File: config.mk
export PLATFORM = sky130hd
export DESIGN_NAME = alu_seq
export DESIGN_NICKNAME = d
export VERILOG_FILES = /design/src/rtl/alu_seq.sv
export SDC_FILE = /design/constraint.sdc
export NUM_CORES = 1
export LEC_CHECK = 0
export ABC_AREA = 1
export CAP_MARGIN = 30
export CORE_MARGIN = 2
export CORE_UTILIZATION = 45
export CTS_BUF_LIST = sky130_fd_sc_hd__clkbuf_4 sky130_fd_sc_hd__clkbuf_8
export DETAILED_ROUTE_END_ITERATION = 10
export SYNTH_ARGS = -nofsm -noshare
export SYNTH_HDL_FRONTEND = slang
export SYNTH_SLANG_ARGS = --single-unit
File: constraint.sdc
create_clock -name clk -period 4.21 [get_ports clk]
set_clock_uncertainty 0.05 [all_clocks]
set_input_delay 0.842 -clock clk [delete_from_list [all_inputs] [get_ports clk]]
set_output_delay 0.842 -clock clk [all_outputs]
set_load 0.01 [all_outputs]
File: src/rtl/alu_seq.sv
// alu_seq: sequential ALU with single-cycle logic ops, iterative shift-add multiply and restoring divide
module alu_seq #(
    parameter int WIDTH = 4
) (
    input  logic               clk,
    input  logic               rst,
    input  logic [WIDTH-1:0]   a,
    input  logic [WIDTH-1:0]   b,
    input  logic [3:0]         ctrl,
    input  logic               start,
    output logic               busy,
    output logic               done,
    output logic [2*WIDTH-1:0] out,
    output logic               zero,
    output logic               err
);
    localparam int W2 = 2 * WIDTH;
    localparam logic [5:0] LAST = 6'(WIDTH - 1);

    typedef enum logic [1:0] {IDLE, MUL, DIV} state_t;

    state_t            state;
    logic [W2-1:0]     res, acc, mcand, mul_next;
    logic [WIDTH-1:0]  sh, mplier, quo, rem, dvs, quo_next, rem_next;
    logic [WIDTH:0]    r_sh;
    logic [5:0]        cnt;
    logic              res_err, fits;

    // single-cycle result for every opcode that does not iterate
    always_comb begin
        res = '0;
        res_err = 1'b0;
        sh = WIDTH'(b % WIDTH);
        case (ctrl)
            4'b0000: res = W2'(a) + W2'(b);
            4'b0001: res = W2'({a < b, WIDTH'(a - b)});
            4'b0010: res = W2'(a & b);
            4'b0011: res = W2'(a | b);
            4'b0100: res = W2'(a ^ b);
            4'b0101: res = W2'(~a);
            4'b0110: res = W2'(a) << sh;
            4'b0111: res = W2'(a >> sh);
            4'b1000: res = '0;
            4'b1001: begin
                res = {a, {WIDTH{1'b1}}};
                res_err = 1'b1;
            end
            default: res_err = 1'b1;
        endcase
    end

    // next iteration of shift-add multiply and restoring divide
    always_comb begin
        mul_next = acc + (mplier[0] ? mcand : '0);
        r_sh = {rem, quo[WIDTH-1]};
        fits = r_sh >= {1'b0, dvs};
        rem_next = fits ? WIDTH'(r_sh - {1'b0, dvs}) : r_sh[WIDTH-1:0];
        quo_next = {quo[WIDTH-2:0], fits};
    end

    // control FSM with registered result, flags and handshake
    always_ff @(posedge clk) begin
        if (rst) begin
            state <= IDLE;
            busy <= 1'b0;
            done <= 1'b0;
            out <= '0;
            zero <= 1'b0;
            err <= 1'b0;
            cnt <= '0;
            acc <= '0;
            mcand <= '0;
            mplier <= '0;
            quo <= '0;
            rem <= '0;
            dvs <= '0;
        end else begin
            done <= 1'b0;
            case (state)
                IDLE: if (start) begin
                    cnt <= '0;
                    if (ctrl == 4'b1000) begin
                        state <= MUL;
                        busy <= 1'b1;
                        acc <= '0;
                        mcand <= W2'(a);
                        mplier <= b;
                    end else if (ctrl == 4'b1001 && b != '0) begin
                        state <= DIV;
                        busy <= 1'b1;
                        quo <= a;
                        rem <= '0;
                        dvs <= b;
                    end else begin
                        done <= 1'b1;
                        out <= res;
                        zero <= res == '0;
                        err <= res_err;
                    end
                end
                MUL: begin
                    acc <= mul_next;
                    mcand <= mcand << 1;
                    mplier <= mplier >> 1;
                    cnt <= cnt + 6'd1;
                    if (cnt == LAST) begin
                        state <= IDLE;
                        busy <= 1'b0;
                        done <= 1'b1;
                        out <= mul_next;
                        zero <= mul_next == '0;
                        err <= 1'b0;
                    end
                end
                DIV: begin
                    quo <= quo_next;
                    rem <= rem_next;
                    cnt <= cnt + 6'd1;
                    if (cnt == LAST) begin
                        state <= IDLE;
                        busy <= 1'b0;
                        done <= 1'b1;
                        out <= {rem_next, quo_next};
                        zero <= {rem_next, quo_next} == '0;
                        err <= 1'b0;
                    end
                end
                default: begin
                    state <= IDLE;
                    busy <= 1'b0;
                end
            endcase
        end
    end
endmodule

==> metrics.txt, run 1 <==
# TYPE chip_impl_metric gauge
chip_impl_metric{name="cts_hold_buffers",unit=""} 0
chip_impl_metric{name="globalRouteOverflowTotal",unit=""} 0
chip_impl_metric{name="timing.final.setup_violations",unit=""} 0
chip_impl_metric{name="first_global_vias",unit=""} 3492
chip_impl_metric{name="cts_repair_resize_count",unit=""} 0
chip_impl_metric{name="critical_path_arrival",unit="ns"} 3.22
chip_impl_metric{name="max_cap_violations",unit=""} 0
chip_impl_info{name="worst_hold_path_type",value="reg -> reg"} 1
chip_impl_metric{name="synth_top_area_share",unit="%"} 27.1
chip_impl_metric{name="m1WireLength",unit="um"} 4950
chip_impl_metric{name="portBuffers",unit=""} 26
chip_impl_metric{name="placeableCoreArea",unit="um^2"} 8260
chip_impl_metric{name="die_h",unit="um"} 96.4
chip_impl_metric{name="num_vias",unit=""} 3816
chip_impl_metric{name="std_cell_rows",unit=""} 33
chip_impl_metric{name="synthAdderAreaFrac",unit="%"} 11.5
chip_impl_metric{name="ant_nets",unit=""} 0
chip_impl_metric{name="power.share.sequential",unit="%"} 46.4
chip_impl_metric{name="syn-mean-instance-area",unit="um^2"} 6.54
chip_impl_metric{name="cts.repair_timing.setup_buffer_count",unit=""} 0
chip_impl_metric{name="insertion_delay",unit="ns"} 0.32
chip_impl_metric{name="avgViaCountPerCell",unit=""} 5.34
chip_impl_metric{name="sw_frac_of_total",unit="%"} 33.3
chip_impl_metric{name="netlist_cell_types",unit=""} 40
chip_impl_metric{name="die_width",unit="um"} 96.4
chip_impl_metric{name="finalCoreUtilization",unit="%"} 51.7
chip_impl_info{name="cp-end-kind",value="flop"} 1
chip_impl_metric{name="placedCellCount",unit=""} 706
chip_impl_info{name="synth_top_cell_by_area",value="sky130_fd_sc_hd__dfxtp_1"} 1
chip_impl_metric{name="total_global_route_track_usage",unit="%"} 23.4
chip_impl_metric{name="h-tree-depth",unit=""} 2
chip_impl_metric{name="sum_of_internal_switching_and_leakage_power",unit="uW"} 1180
chip_impl_metric{name="grt_antenna_before_repair",unit=""} 0
chip_impl_metric{name="critical_path_data_required_time",unit="ns"} 4.38
chip_impl_metric{name="drt-pass1-iter-count",unit=""} 5
chip_impl_info{name="synth.top_cells.by_area",value="sky130_fd_sc_hd__dfxtp_1, sky130_fd_sc_hd__nand2_1, sky130_fd_sc_hd__ha_1, sky130_fd_sc_hd__nand3_1, sky130_fd_sc_hd__a21oi_1"} 1
chip_impl_metric{name="worst_pin_slew",unit="ns"} 0.583
chip_impl_metric{name="slew-limit-headroom",unit="%"} 61.2
chip_impl_info{name="start_kind",value="primary input"} 1
chip_impl_metric{name="static-leakage-power",unit="uW"} 0.00197
chip_impl_metric{name="post_synth_mux_area_share",unit="%"} 0
chip_impl_metric{name="clock_pin_transition_on_the_worst_setup_and_hold_timing_paths",unit="ns"} 0.11
chip_impl_metric{name="synth_edf_count",unit=""} 0
chip_impl_metric{name="tritoncts_num_sinks",unit=""} 52
chip_impl_metric{name="gp_congestion",unit=""} 1.04
chip_impl_metric{name="antenna-diode-count",unit=""} 0
chip_impl_metric{name="first_pass_grt_wire_length",unit="um"} 16900
chip_impl_metric{name="grt_start_max_net_pins",unit=""} 35
chip_impl_info{name="timing_worst_setup_path_type",value="in -> reg"} 1
chip_impl_metric{name="area_fraction_in_and_or_nand_and_nor_cells_after_synthesis",unit="%"} 34.0
chip_impl_metric{name="p_per_area",unit="nW/um^2"} 276
chip_impl_metric{name="post_detailed_route_wirelength_per_cell",unit="um"} 14.4
chip_impl_info{name="grt_setup_unrepaired",value="no"} 1
chip_impl_metric{name="clk_path_buf_depth",unit=""} 2
chip_impl_info{name="tritoncts",value="done"} 1
chip_impl_metric{name="routed_wl",unit="um"} 10300
chip_impl_metric{name="drc_errors",unit=""} 0
chip_impl_metric{name="combinationalPowerShare",unit="%"} 26.4
chip_impl_metric{name="io_pins",unit=""} 27
chip_impl_metric{name="post_synthesis_sequential_element_count",unit=""} 52
chip_impl_metric{name="design.die.area",unit="um^2"} 9300
chip_impl_metric{name="final.min_clock_period",unit="ns"} 3.04
chip_impl_metric{name="synthArstFlopShare",unit="%"} 0
chip_impl_metric{name="power.ir.vdd_worst",unit="mV"} 0.142
chip_impl_metric{name="synth_compound_gate_area_share",unit="%"} 16.8
chip_impl_info{name="root_buffer",value="sky130_fd_sc_hd__clkbuf_8"} 1
chip_impl_metric{name="tns",unit="ns"} 0
chip_impl_metric{name="cell_internal_pwr",unit="uW"} 785
chip_impl_info{name="route.top_layer_used",value="met4"} 1
chip_impl_metric{name="slew_violations",unit=""} 0
chip_impl_metric{name="area_growth",unit="%"} 11.0
chip_impl_metric{name="net_count_synth",unit=""} 636
chip_impl_metric{name="finalNetCount",unit=""} 656
chip_impl_metric{name="clkPwrFrac",unit="%"} 27.2
chip_impl_metric{name="route.met3.wl",unit="um"} 581
chip_impl_info{name="largest_family_of_logic_cells_by_synthesized_area",value="simple AND/OR/NAND/NOR gates"} 1
chip_impl_metric{name="synth_xor_xnor_area_share",unit="%"} 1.37
chip_impl_metric{name="final-instance-count-excl-fill",unit=""} 714
chip_impl_info{name="run_status",value="finished clean"} 1
chip_impl_metric{name="seq_area_frac_synth",unit="%"} 27.1
chip_impl_metric{name="finalHoldViolCount",unit=""} 0
chip_impl_metric{name="final.period_utilization",unit="%"} 72.3
chip_impl_metric{name="drive_gt1_share",unit="%"} 6.90
chip_impl_metric{name="start_util",unit="%"} 46.5
chip_impl_metric{name="crit_fanout",unit=""} 11
chip_impl_metric{name="hpwlAfterDp",unit="um"} 7970
chip_impl_metric{name="synthesis.yosys.warnings",unit=""} 0
chip_impl_metric{name="postPlaceCellArea",unit="um^2"} 4170
chip_impl_metric{name="met2_wire_len",unit="um"} 4710
chip_impl_metric{name="drt_iter0_drc",unit=""} 150
chip_impl_metric{name="max_freq",unit="GHz"} 0.329
chip_impl_metric{name="fin_area",unit="um^2"} 4270
chip_impl_metric{name="area_of_the_mapped_netlist",unit="um^2"} 3840
chip_impl_metric{name="net_switching",unit="uW"} 392
chip_impl_info{name="synth_top_flop_cell",value="sky130_fd_sc_hd__dfxtp_1"} 1
chip_impl_metric{name="synthCells",unit=""} 588
chip_impl_metric{name="tritoncts.num_buffers",unit=""} 5
-- power groups by stage --
| stage | logic (uW) | clock network, uW | registers, uW |
|---|---|---|---|
| after floorplan | 204 | 0 | 558 |
| after global placement | 307 | 0 | 556 |
| after detailed placement | 308 | 0 | 557 |
| after CTS | 310 | 330 | 546 |
| after global routing | 351 | 348 | 550 |
| final | 311 | 320 | 546 |
-- metrics by stage --
| step | worst slack (ns) | hold WS [ns] |
|---|---|---|
| 6_report | 1.17 | 0.418 |
| 5_1_grt | 1.05 | 0.447 |
| 4_1_cts | 1.19 | 0.421 |
| 3_5_place_dp | 0.854 | 0.411 |
| 3_3_place_gp | 0.885 | 0.406 |
| 2_1_floorplan | 1.54 | 0.396 |
-- flip-flops by register name, indices dropped and copies added, names as in the netlist, 2 cells and up --
signal and count:
state 2, quo 4, mplier 4, acc 8
cnt 6, out 8, dvs 4, mcand 8
rem 4
-- synthesized netlist by cell type (5+ instances only) --
library cell and count:
sky130_fd_sc_hd__nand2_1 142, sky130_fd_sc_hd__inv_1 58, sky130_fd_sc_hd__a21oi_2 5, sky130_fd_sc_hd__a31oi_1 9
sky130_fd_sc_hd__o21ai_0 44, sky130_fd_sc_hd__buf_2 6, sky130_fd_sc_hd__a21oi_1 44, sky130_fd_sc_hd__dfxtp_1 52
sky130_fd_sc_hd__clkbuf_1 7, sky130_fd_sc_hd__ha_1 29, sky130_fd_sc_hd__nor3_1 12, sky130_fd_sc_hd__nand3b_1 6
sky130_fd_sc_hd__nand3_1 57, sky130_fd_sc_hd__nand2_2 5, sky130_fd_sc_hd__nor2_1 58, sky130_fd_sc_hd__o21ai_1 7
-- cells in the final DEF, fill, tap and decap left out, drive strengths merged --
master	netlist	routed
nor3	12	12
a21o	1	1
nor2b	1	1
clkinv	2	2
inv	63	63
clkdlybuf4s50	0	26
o211ai	1	1
buf	11	5
nor2	64	64
xnor2	4	4
clkinvlp	0	1
or2	3	3
nand3b	6	6
nand4	3	3
clkbuf	7	7
a21oi	49	49
a31oi	9	9
fa	4	4
o22ai	1	1
nand2	147	147
a211oi	1	1
ha	29	29
dfxtp	52	52
xor2	2	2
o21ai	55	55
nand3	57	57
nor3b	4	4
-- critical path, stage by stage --
cell,delay (ns)
sky130_fd_sc_hd__clkdlybuf4s50_1,0.45
sky130_fd_sc_hd__buf_4,0.19
sky130_fd_sc_hd__clkinv_1,0.27
sky130_fd_sc_hd__ha_1,0.41
sky130_fd_sc_hd__or2_2,0.30
sky130_fd_sc_hd__o21ai_0,0.18
sky130_fd_sc_hd__xor2_1,0.17
sky130_fd_sc_hd__nor2_1,0.07
sky130_fd_sc_hd__o21ai_0,0.15
sky130_fd_sc_hd__nand3_1,0.08
sky130_fd_sc_hd__nand2_1,0.06
sky130_fd_sc_hd__inv_1,0.03
-- path summary, 6_finish.rpt --
check	from	slack [ns]	to	cells past startpoint
max	b[1]	1.17	out[3]$_SDFFE_PP0P_	12
min	mplier[3]$_SDFFE_PP0P_	0.42	mplier[2]$_SDFFE_PP0P_	2
max reg2reg	mplier[0]$_SDFFE_PP0P_	1.81	zero$_SDFFE_PP0P_	14
min reg2reg	mplier[3]$_SDFFE_PP0P_	0.42	mplier[2]$_SDFFE_PP0P_	2
-- layer usage --
metal / global-route usage (%) / vias to the layer above
li1: - / 1979
met5: 0 / -
met4: 4.69 / 0
met3: 5.28 / 6
met2: 38.4 / 95
met1: 31.6 / 1736
-- cell families (layout without fill, tap and decap cells) --
kind of cell / Yosys count / after routing
buf+inv: 83 / 104
flops: 52 / 52
fa+ha+maj: 33 / 33
simple gates: 297 / 297
xor+xnor: 6 / 6
compound gates: 117 / 117
-- area by class of cell --
cell class                      instances  area (um^2)
Clock inverter                          1         7.51
Clock buffer                            7         90.1
Timing Repair Buffer                   31          298
Fill cell                             863         3990
Tap cell                              105          131
Inverter                               65          246
Multi-Input combinational cell        453         2450
Sequential cell                        52         1040
Power figures use the tool's default switching activity.
==> run 2: changes to the inputs <==
- clock period: 4.21 -> 3.1 ns (I/O delays scaled with it)
==> run 2 against run 1 <==
  * Non-clock buffer count up 11
  * Clock power up 33%
  * Combinational power up 39%
  * Wire length up 0.94%
  * Final cell count up 1.5%
  * Global-route usage up 1.0 points
  * Setup slack worse by 0.63 ns
  * Largest power group unchanged
  * Power up 36%
  * Critical endpoint is now zero$_SDFFE_PP0P_
  * Final area up 1.9%
  * Die area unchanged
==> metrics.txt, run 2 (synthesized netlist as in run 1, its figures left out) <==
# TYPE chip_impl_metric gauge
chip_impl_info{name="start_kind",value="primary input"} 1
chip_impl_info{name="largestRegisters",value="acc: 8 flops, mcand: 8 flops, out: 8 flops"} 1
chip_impl_metric{name="drc_errors",unit=""} 0
chip_impl_metric{name="cts_repair_resize_count",unit=""} 0
chip_impl_metric{name="drive_gt1_share",unit="%"} 8.55
chip_impl_metric{name="num_vias",unit=""} 3832
chip_impl_metric{name="total_global_route_track_usage",unit="%"} 24.4
chip_impl_metric{name="area.sequential",unit="um^2"} 1040
chip_impl_metric{name="reg2reg_depth",unit=""} 14
chip_impl_info{name="tritoncts",value="done"} 1
chip_impl_metric{name="avgViaCountPerCell",unit=""} 5.29
chip_impl_metric{name="p_per_area",unit="nW/um^2"} 368
chip_impl_metric{name="final-instance-count-excl-fill",unit=""} 725
chip_impl_metric{name="final.period_utilization",unit="%"} 82.5
chip_impl_metric{name="design.die.area",unit="um^2"} 9300
chip_impl_metric{name="crit_fanout",unit=""} 3
chip_impl_info{name="most-common-layout-cells",value="sky130_fd_sc_hd__nand2_1, sky130_fd_sc_hd__inv_1, sky130_fd_sc_hd__nor2_1"} 1
chip_impl_metric{name="slew_violations",unit=""} 0
chip_impl_metric{name="h-tree-depth",unit=""} 2
chip_impl_metric{name="cts.repair_timing.setup_buffer_count",unit=""} 0
chip_impl_metric{name="grt_start_max_net_pins",unit=""} 35
chip_impl_metric{name="power.ir.vdd_worst",unit="mV"} 0.240
chip_impl_metric{name="place_ws",unit="ns"} 0.228
chip_impl_metric{name="net_switching",unit="uW"} 526
chip_impl_info{name="r2r-end",value="zero$_SDFFE_PP0P_"} 1
chip_impl_metric{name="grt_antenna_before_repair",unit=""} 0
chip_impl_metric{name="max_cap_violations",unit=""} 0
chip_impl_metric{name="max_freq",unit="GHz"} 0.391
chip_impl_metric{name="first_global_vias",unit=""} 3627
chip_impl_metric{name="timing.hold.ws",unit="ns"} 0.412
chip_impl_metric{name="placeableCoreArea",unit="um^2"} 8260
chip_impl_metric{name="combinationalPowerShare",unit="%"} 27.0
chip_impl_metric{name="portBuffers",unit=""} 26
chip_impl_metric{name="antenna-diode-count",unit=""} 0
chip_impl_metric{name="clock_pin_transition_on_the_worst_setup_and_hold_timing_paths",unit="ns"} 0.10
chip_impl_metric{name="timing.final.setup_violations",unit=""} 0
chip_impl_metric{name="sw_frac_of_total",unit="%"} 32.9
chip_impl_metric{name="start_util",unit="%"} 46.5
chip_impl_metric{name="gp_congestion",unit=""} 0.940
chip_impl_info{name="timing_worst_setup_path_type",value="in -> reg"} 1
chip_impl_metric{name="ant_nets",unit=""} 0
chip_impl_metric{name="worst_pin_slew",unit="ns"} 0.495
chip_impl_info{name="root_buffer",value="sky130_fd_sc_hd__clkbuf_8"} 1
chip_impl_metric{name="static-leakage-power",unit="uW"} 0.00203
chip_impl_metric{name="die_h",unit="um"} 96.4
chip_impl_metric{name="footprint_of_the_multi_input_gates",unit="um^2"} 2450
chip_impl_metric{name="std_cell_rows",unit=""} 33
chip_impl_metric{name="insertion_delay",unit="ns"} 0.32
chip_impl_metric{name="first_pass_grt_wire_length",unit="um"} 17600
chip_impl_metric{name="die_width",unit="um"} 96.4
chip_impl_metric{name="critical_path_data_required_time",unit="ns"} 3.31
chip_impl_info{name="regToRegStartpoint",value="mplier[0]$_SDFFE_PP0P_"} 1
chip_impl_metric{name="drt-pass1-iter-count",unit=""} 5
chip_impl_info{name="worst_hold_path_type",value="reg -> reg"} 1
chip_impl_metric{name="cts_hold_buffers",unit=""} 0
chip_impl_metric{name="io_pins",unit=""} 27
chip_impl_info{name="run_status",value="finished clean"} 1
chip_impl_metric{name="hpwlAfterDp",unit="um"} 8130
chip_impl_info{name="critPathLaunch",value="a[0]"} 1
chip_impl_metric{name="finalHoldViolCount",unit=""} 0
chip_impl_info{name="grt_setup_unrepaired",value="no"} 1
chip_impl_metric{name="power.share.sequential",unit="%"} 46.3
chip_impl_metric{name="slew-limit-headroom",unit="%"} 67.0
chip_impl_metric{name="placedCellCount",unit=""} 717
chip_impl_metric{name="globalRouteOverflowTotal",unit=""} 0
chip_impl_metric{name="clk_path_buf_depth",unit=""} 2
chip_impl_metric{name="final.min_clock_period",unit="ns"} 2.56
chip_impl_metric{name="drt_iter0_drc",unit=""} 191
chip_impl_metric{name="fin_area",unit="um^2"} 4350
chip_impl_metric{name="tns",unit="ns"} 0
chip_impl_info{name="mostFrequentLayoutCell",value="sky130_fd_sc_hd__nand2_1"} 1
chip_impl_info{name="timing.critical_path.to",value="zero$_SDFFE_PP0P_"} 1
chip_impl_metric{name="tritoncts_num_sinks",unit=""} 52
chip_impl_metric{name="finalNetCount",unit=""} 667
chip_impl_metric{name="routed_wl",unit="um"} 10400
chip_impl_metric{name="critical_path_arrival",unit="ns"} 2.77
chip_impl_metric{name="cell_internal_pwr",unit="uW"} 1070
chip_impl_metric{name="post_detailed_route_wirelength_per_cell",unit="um"} 14.4
chip_impl_metric{name="postPlaceCellArea",unit="um^2"} 4250
chip_impl_metric{name="clkPwrFrac",unit="%"} 26.7
chip_impl_metric{name="filler_cell_count",unit=""} 873
chip_impl_metric{name="ff2ff_setup_slack",unit="ns"} 0.75
chip_impl_info{name="cp-end-kind",value="flop"} 1
chip_impl_metric{name="tritoncts.num_buffers",unit=""} 5
chip_impl_metric{name="worst_slack",unit="ns"} 0.542
chip_impl_metric{name="area_growth",unit="%"} 13.1
run 2: cell types whose count changed in the layout (fill, tap and decap cells not counted):
| cell | delta |
|---|---|
| sky130_fd_sc_hd__buf_4 | +11 |
run 2: layout make-up:
| type | instances | share of cell area [%] |
|---|---|---|
| flip-flops and latches | 52 | 23.9 |
| repair buffers | 42 | 8.75 |
| inverters | 65 | 5.67 |
| multi-input cells | 453 | 56.4 |
| well taps | 105 | 3.02 |
| clock buffers | 7 | 2.07 |
| clock inverters | 1 | 0.173 |
run 2: worst min-delay path by stage:
stage | endpoint | startpoint | depth (start not counted)
detailed placement | mplier[0]$_SDFFE_PP0P_ | mplier[1]$_SDFFE_PP0P_ | 2
global placement | mcand[7]$_SDFFE_PP0P_ | mcand[7]$_SDFFE_PP0P_ | 2
CTS | mplier[0]$_SDFFE_PP0P_ | mplier[1]$_SDFFE_PP0P_ | 2
floorplan | mcand[7]$_SDFFE_PP0P_ | mcand[7]$_SDFFE_PP0P_ | 2
global route | mcand[7]$_SDFFE_PP0P_ | mcand[7]$_SDFFE_PP0P_ | 2
finish | mplier[0]$_SDFFE_PP0P_ | mplier[1]$_SDFFE_PP0P_ | 2
run 2: through the flow:
step,power [uW],util [%]
finish,1600,52.7
floorplan,1030,-
global route,1700,52.7
global placement,1180,51.5
CTS,1610,52.7
detailed placement,1190,51.5
run 2: critical path, cell delays in order:
cell and delay [ns]:
sky130_fd_sc_hd__clkdlybuf4s50_1 0.51, sky130_fd_sc_hd__inv_1 0.07, sky130_fd_sc_hd__ha_1 0.24, sky130_fd_sc_hd__fa_1 0.40
sky130_fd_sc_hd__nor2_1 0.13, sky130_fd_sc_hd__nor2_1 0.06, sky130_fd_sc_hd__nand2_1 0.06, sky130_fd_sc_hd__nand2_1 0.05
sky130_fd_sc_hd__nor2_1 0.08, sky130_fd_sc_hd__nand2_1 0.06, sky130_fd_sc_hd__nor2_1 0.12, sky130_fd_sc_hd__nand2_1 0.07
sky130_fd_sc_hd__nor2_1 0.08, sky130_fd_sc_hd__nand3_1 0.08, sky130_fd_sc_hd__nand3_1 0.07, sky130_fd_sc_hd__nand2_1 0.05
sky130_fd_sc_hd__inv_1 0.04
run 2: power by group through the flow:
| stage | Combinational, uW | Clock [uW] | Sequential, uW |
|---|---|---|---|
| CTS | 433 | 439 | 741 |
| global route | 491 | 462 | 748 |
| global placement | 428 | 0 | 756 |
| detailed placement | 432 | 0 | 756 |
| finish | 432 | 427 | 741 |
| floorplan | 277 | 0 | 758 |
run 2: metal layers:
metal	global-route usage, %	wire length (um)	part of all wire, %	vias to the layer above
li1	-	-	-	1991
met1	33.2	4940	47	1714
met2	39.4	4650	45	110
met3	3.34	618	5.9	17
met4	9.27	202	1.9	0
met5	0	0	0	-
==> run 3: changes to the inputs <==
- clock period: 3.1 -> 2.54 ns (I/O delays scaled with it)
==> run 3 against run 2 <==
  * Register-to-register slack got worse by 0.41 ns
  * Clock power increased by 15%
  * Die area did not move
  * Final cell count up 1.9%
  * Non-clock buffer count is 14 higher
  * Critical path type unchanged
  * Largest cell class unchanged
==> metrics.txt, run 3 (synthesized netlist as in run 1, its figures left out) <==
# TYPE chip_impl_metric gauge
chip_impl_metric{name="power.ir.vdd_worst",unit="mV"} 0.200
chip_impl_info{name="worst_hold_path_type",value="reg -> reg"} 1
chip_impl_metric{name="ant_nets",unit=""} 0
chip_impl_metric{name="grt_start_max_net_pins",unit=""} 35
chip_impl_info{name="grt_setup_unrepaired",value="no"} 1
chip_impl_metric{name="std_cell_rows",unit=""} 33
chip_impl_metric{name="final-instance-count-excl-fill",unit=""} 739
chip_impl_metric{name="drc_errors",unit=""} 0
chip_impl_metric{name="cp_slowest_stage_delay",unit="ns"} 0.45
chip_impl_metric{name="drt-pass1-iter-count",unit=""} 4
chip_impl_metric{name="worstSetupPathDepth",unit=""} 14
chip_impl_metric{name="grt_antenna_before_repair",unit=""} 0
chip_impl_metric{name="area_growth",unit="%"} 16.7
chip_impl_info{name="timing_worst_setup_path_type",value="in -> reg"} 1
chip_impl_metric{name="placeableCoreArea",unit="um^2"} 8260
chip_impl_metric{name="gp_congestion",unit=""} 1.00
chip_impl_metric{name="post_detailed_route_wirelength_per_cell",unit="um"} 14.3
chip_impl_metric{name="reg2reg_depth",unit=""} 14
chip_impl_metric{name="worst_pin_slew",unit="ns"} 0.439
chip_impl_metric{name="final.period_utilization",unit="%"} 92.8
chip_impl_info{name="run_status",value="finished clean"} 1
chip_impl_info{name="root_buffer",value="sky130_fd_sc_hd__clkbuf_8"} 1
chip_impl_metric{name="finalNetCount",unit=""} 681
chip_impl_metric{name="postPlaceCellArea",unit="um^2"} 4380
chip_impl_info{name="tritoncts",value="done"} 1
chip_impl_metric{name="avgViaCountPerCell",unit=""} 5.34
chip_impl_metric{name="timing.hold.ws",unit="ns"} 0.421
chip_impl_info{name="cp_top_family",value="simple AND/OR/NAND/NOR gates"} 1
chip_impl_metric{name="routed_wl",unit="um"} 10500
chip_impl_metric{name="clk_path_buf_depth",unit=""} 2
chip_impl_metric{name="slew_violations",unit=""} 0
chip_impl_metric{name="tns",unit="ns"} 0
chip_impl_metric{name="design.die.area",unit="um^2"} 9300
chip_impl_metric{name="h-tree-depth",unit=""} 2
chip_impl_metric{name="die_width",unit="um"} 96.4
chip_impl_metric{name="timing.final.setup_violations",unit=""} 0
chip_impl_metric{name="cts.repair_timing.setup_buffer_count",unit=""} 0
chip_impl_metric{name="drive_gt1_share",unit="%"} 11.5
chip_impl_metric{name="finalCoreUtilization",unit="%"} 54.3
chip_impl_metric{name="crit_fanout",unit=""} 3
chip_impl_metric{name="antenna-diode-count",unit=""} 0
chip_impl_metric{name="start_util",unit="%"} 46.5
chip_impl_metric{name="die_h",unit="um"} 96.4
chip_impl_metric{name="slew-limit-headroom",unit="%"} 70.7
chip_impl_info{name="cpMaxStageDelayCell",value="sky130_fd_sc_hd__clkdlybuf4s50_1"} 1
chip_impl_metric{name="p_per_area",unit="nW/um^2"} 436
chip_impl_info{name="cp-end-kind",value="flop"} 1
chip_impl_metric{name="static-leakage-power",unit="uW"} 0.00210
chip_impl_metric{name="clock_pin_transition_on_the_worst_setup_and_hold_timing_paths",unit="ns"} 0.11
chip_impl_info{name="mostFrequentLayoutCell",value="sky130_fd_sc_hd__nand2_1"} 1
chip_impl_metric{name="num_vias",unit=""} 3947
chip_impl_metric{name="max_freq",unit="GHz"} 0.424
chip_impl_metric{name="tritoncts.num_buffers",unit=""} 5
chip_impl_metric{name="critical_path_arrival",unit="ns"} 2.56
chip_impl_metric{name="timing.critical_path.buf_inv",unit=""} 2
chip_impl_metric{name="placedCellCount",unit=""} 731
chip_impl_info{name="start_kind",value="primary input"} 1
chip_impl_metric{name="min_delay_path_depth",unit=""} 2
chip_impl_metric{name="globalRouteOverflowTotal",unit=""} 0
chip_impl_metric{name="insertion_delay",unit="ns"} 0.31
chip_impl_info{name="most-common-layout-cells",value="sky130_fd_sc_hd__nand2_1, sky130_fd_sc_hd__inv_1, sky130_fd_sc_hd__nand3_1"} 1
chip_impl_metric{name="hpwlAfterDp",unit="um"} 8270
chip_impl_metric{name="fin_area",unit="um^2"} 4490
chip_impl_info{name="critical_path.cell_chain",value="clkdlybuf4s50_1, ha_1, fa_1, xnor2_1, nor2_1, nor2_1, nand2_1, nor2_2, nand2_1, nor2_1, nand3_1, nand3_1, nand2_1, inv_1"} 1
chip_impl_metric{name="finalHoldViolCount",unit=""} 0
chip_impl_metric{name="max_cap_violations",unit=""} 0
chip_impl_metric{name="critical_path_data_required_time",unit="ns"} 2.74
chip_impl_info{name="largestRegisters",value="acc: 8 flops, mcand: 8 flops, out: 8 flops"} 1
chip_impl_metric{name="drt_iter0_drc",unit=""} 215
chip_impl_metric{name="first_pass_grt_wire_length",unit="um"} 17400
chip_impl_metric{name="first_global_vias",unit=""} 3682
chip_impl_metric{name="final.min_clock_period",unit="ns"} 2.36
chip_impl_metric{name="io_pins",unit=""} 27
chip_impl_metric{name="portBuffers",unit=""} 26
chip_impl_metric{name="tritoncts_num_sinks",unit=""} 52
chip_impl_metric{name="total_global_route_track_usage",unit="%"} 24.0
run 3: final timing paths:
kind                     startpoint                      to  slack [ns]
max                            a[0]       zero$_SDFFE_PP0P_        0.18
min          mplier[1]$_SDFFE_PP0P_  mplier[0]$_SDFFE_PP0P_        0.42
max reg2reg   mcand[0]$_SDFFE_PP0P_       zero$_SDFFE_PP0P_        0.34
min reg2reg  mplier[1]$_SDFFE_PP0P_  mplier[0]$_SDFFE_PP0P_        0.42
run 3: layout make-up:
type                            count  area [um^2]
Inverter                           65          250
Multi-Input combinational cell    453         2460
Tap cell                          105          131
Clock buffer                        5         68.8
Timing Repair Buffer               56          510
Fill cell                         841         3770
Sequential cell                    52         1040
Clock inverter                      3         21.3
run 3: repair_timing:
action | 4_1_cts | 5_1_grt
setup endpoints to repair | 0 | 2
hold buffers | 0 | 0
resized for setup | 0 | 6
run 3: tightest hold or removal path, delay by kind of cell, from the launching register on:
kind | cells | cell delay [ns]
simple gates | 1 | 0.05
compound gates | 1 | 0.07
flops | 1 | 0.32
run 3: where the power goes:
part           internal, uW  switching (uW)
clock                   196             294
sequential              869            34.3
combinational           234             329
run 3: routing by layer:
| metal | global-route usage [%] | up-vias | routed length, um |
|---|---|---|---|
| li1 | - | 2022 | - |
| met1 | 32.7 | 1816 | 5070 |
| met2 | 40.3 | 99 | 4860 |
| met3 | 3.10 | 10 | 484 |
| met4 | 5.63 | 0 | 114 |
| met5 | 0 | - | 0 |
run 3: through the flow:
stage	power, uW	worst slack, ns
after floorplan	1260	0.206
after global placement	1470	-0.209
after detailed placement	1480	-0.243
after CTS	1970	0.0667
after global routing	2080	0.0101
final	1960	0.183
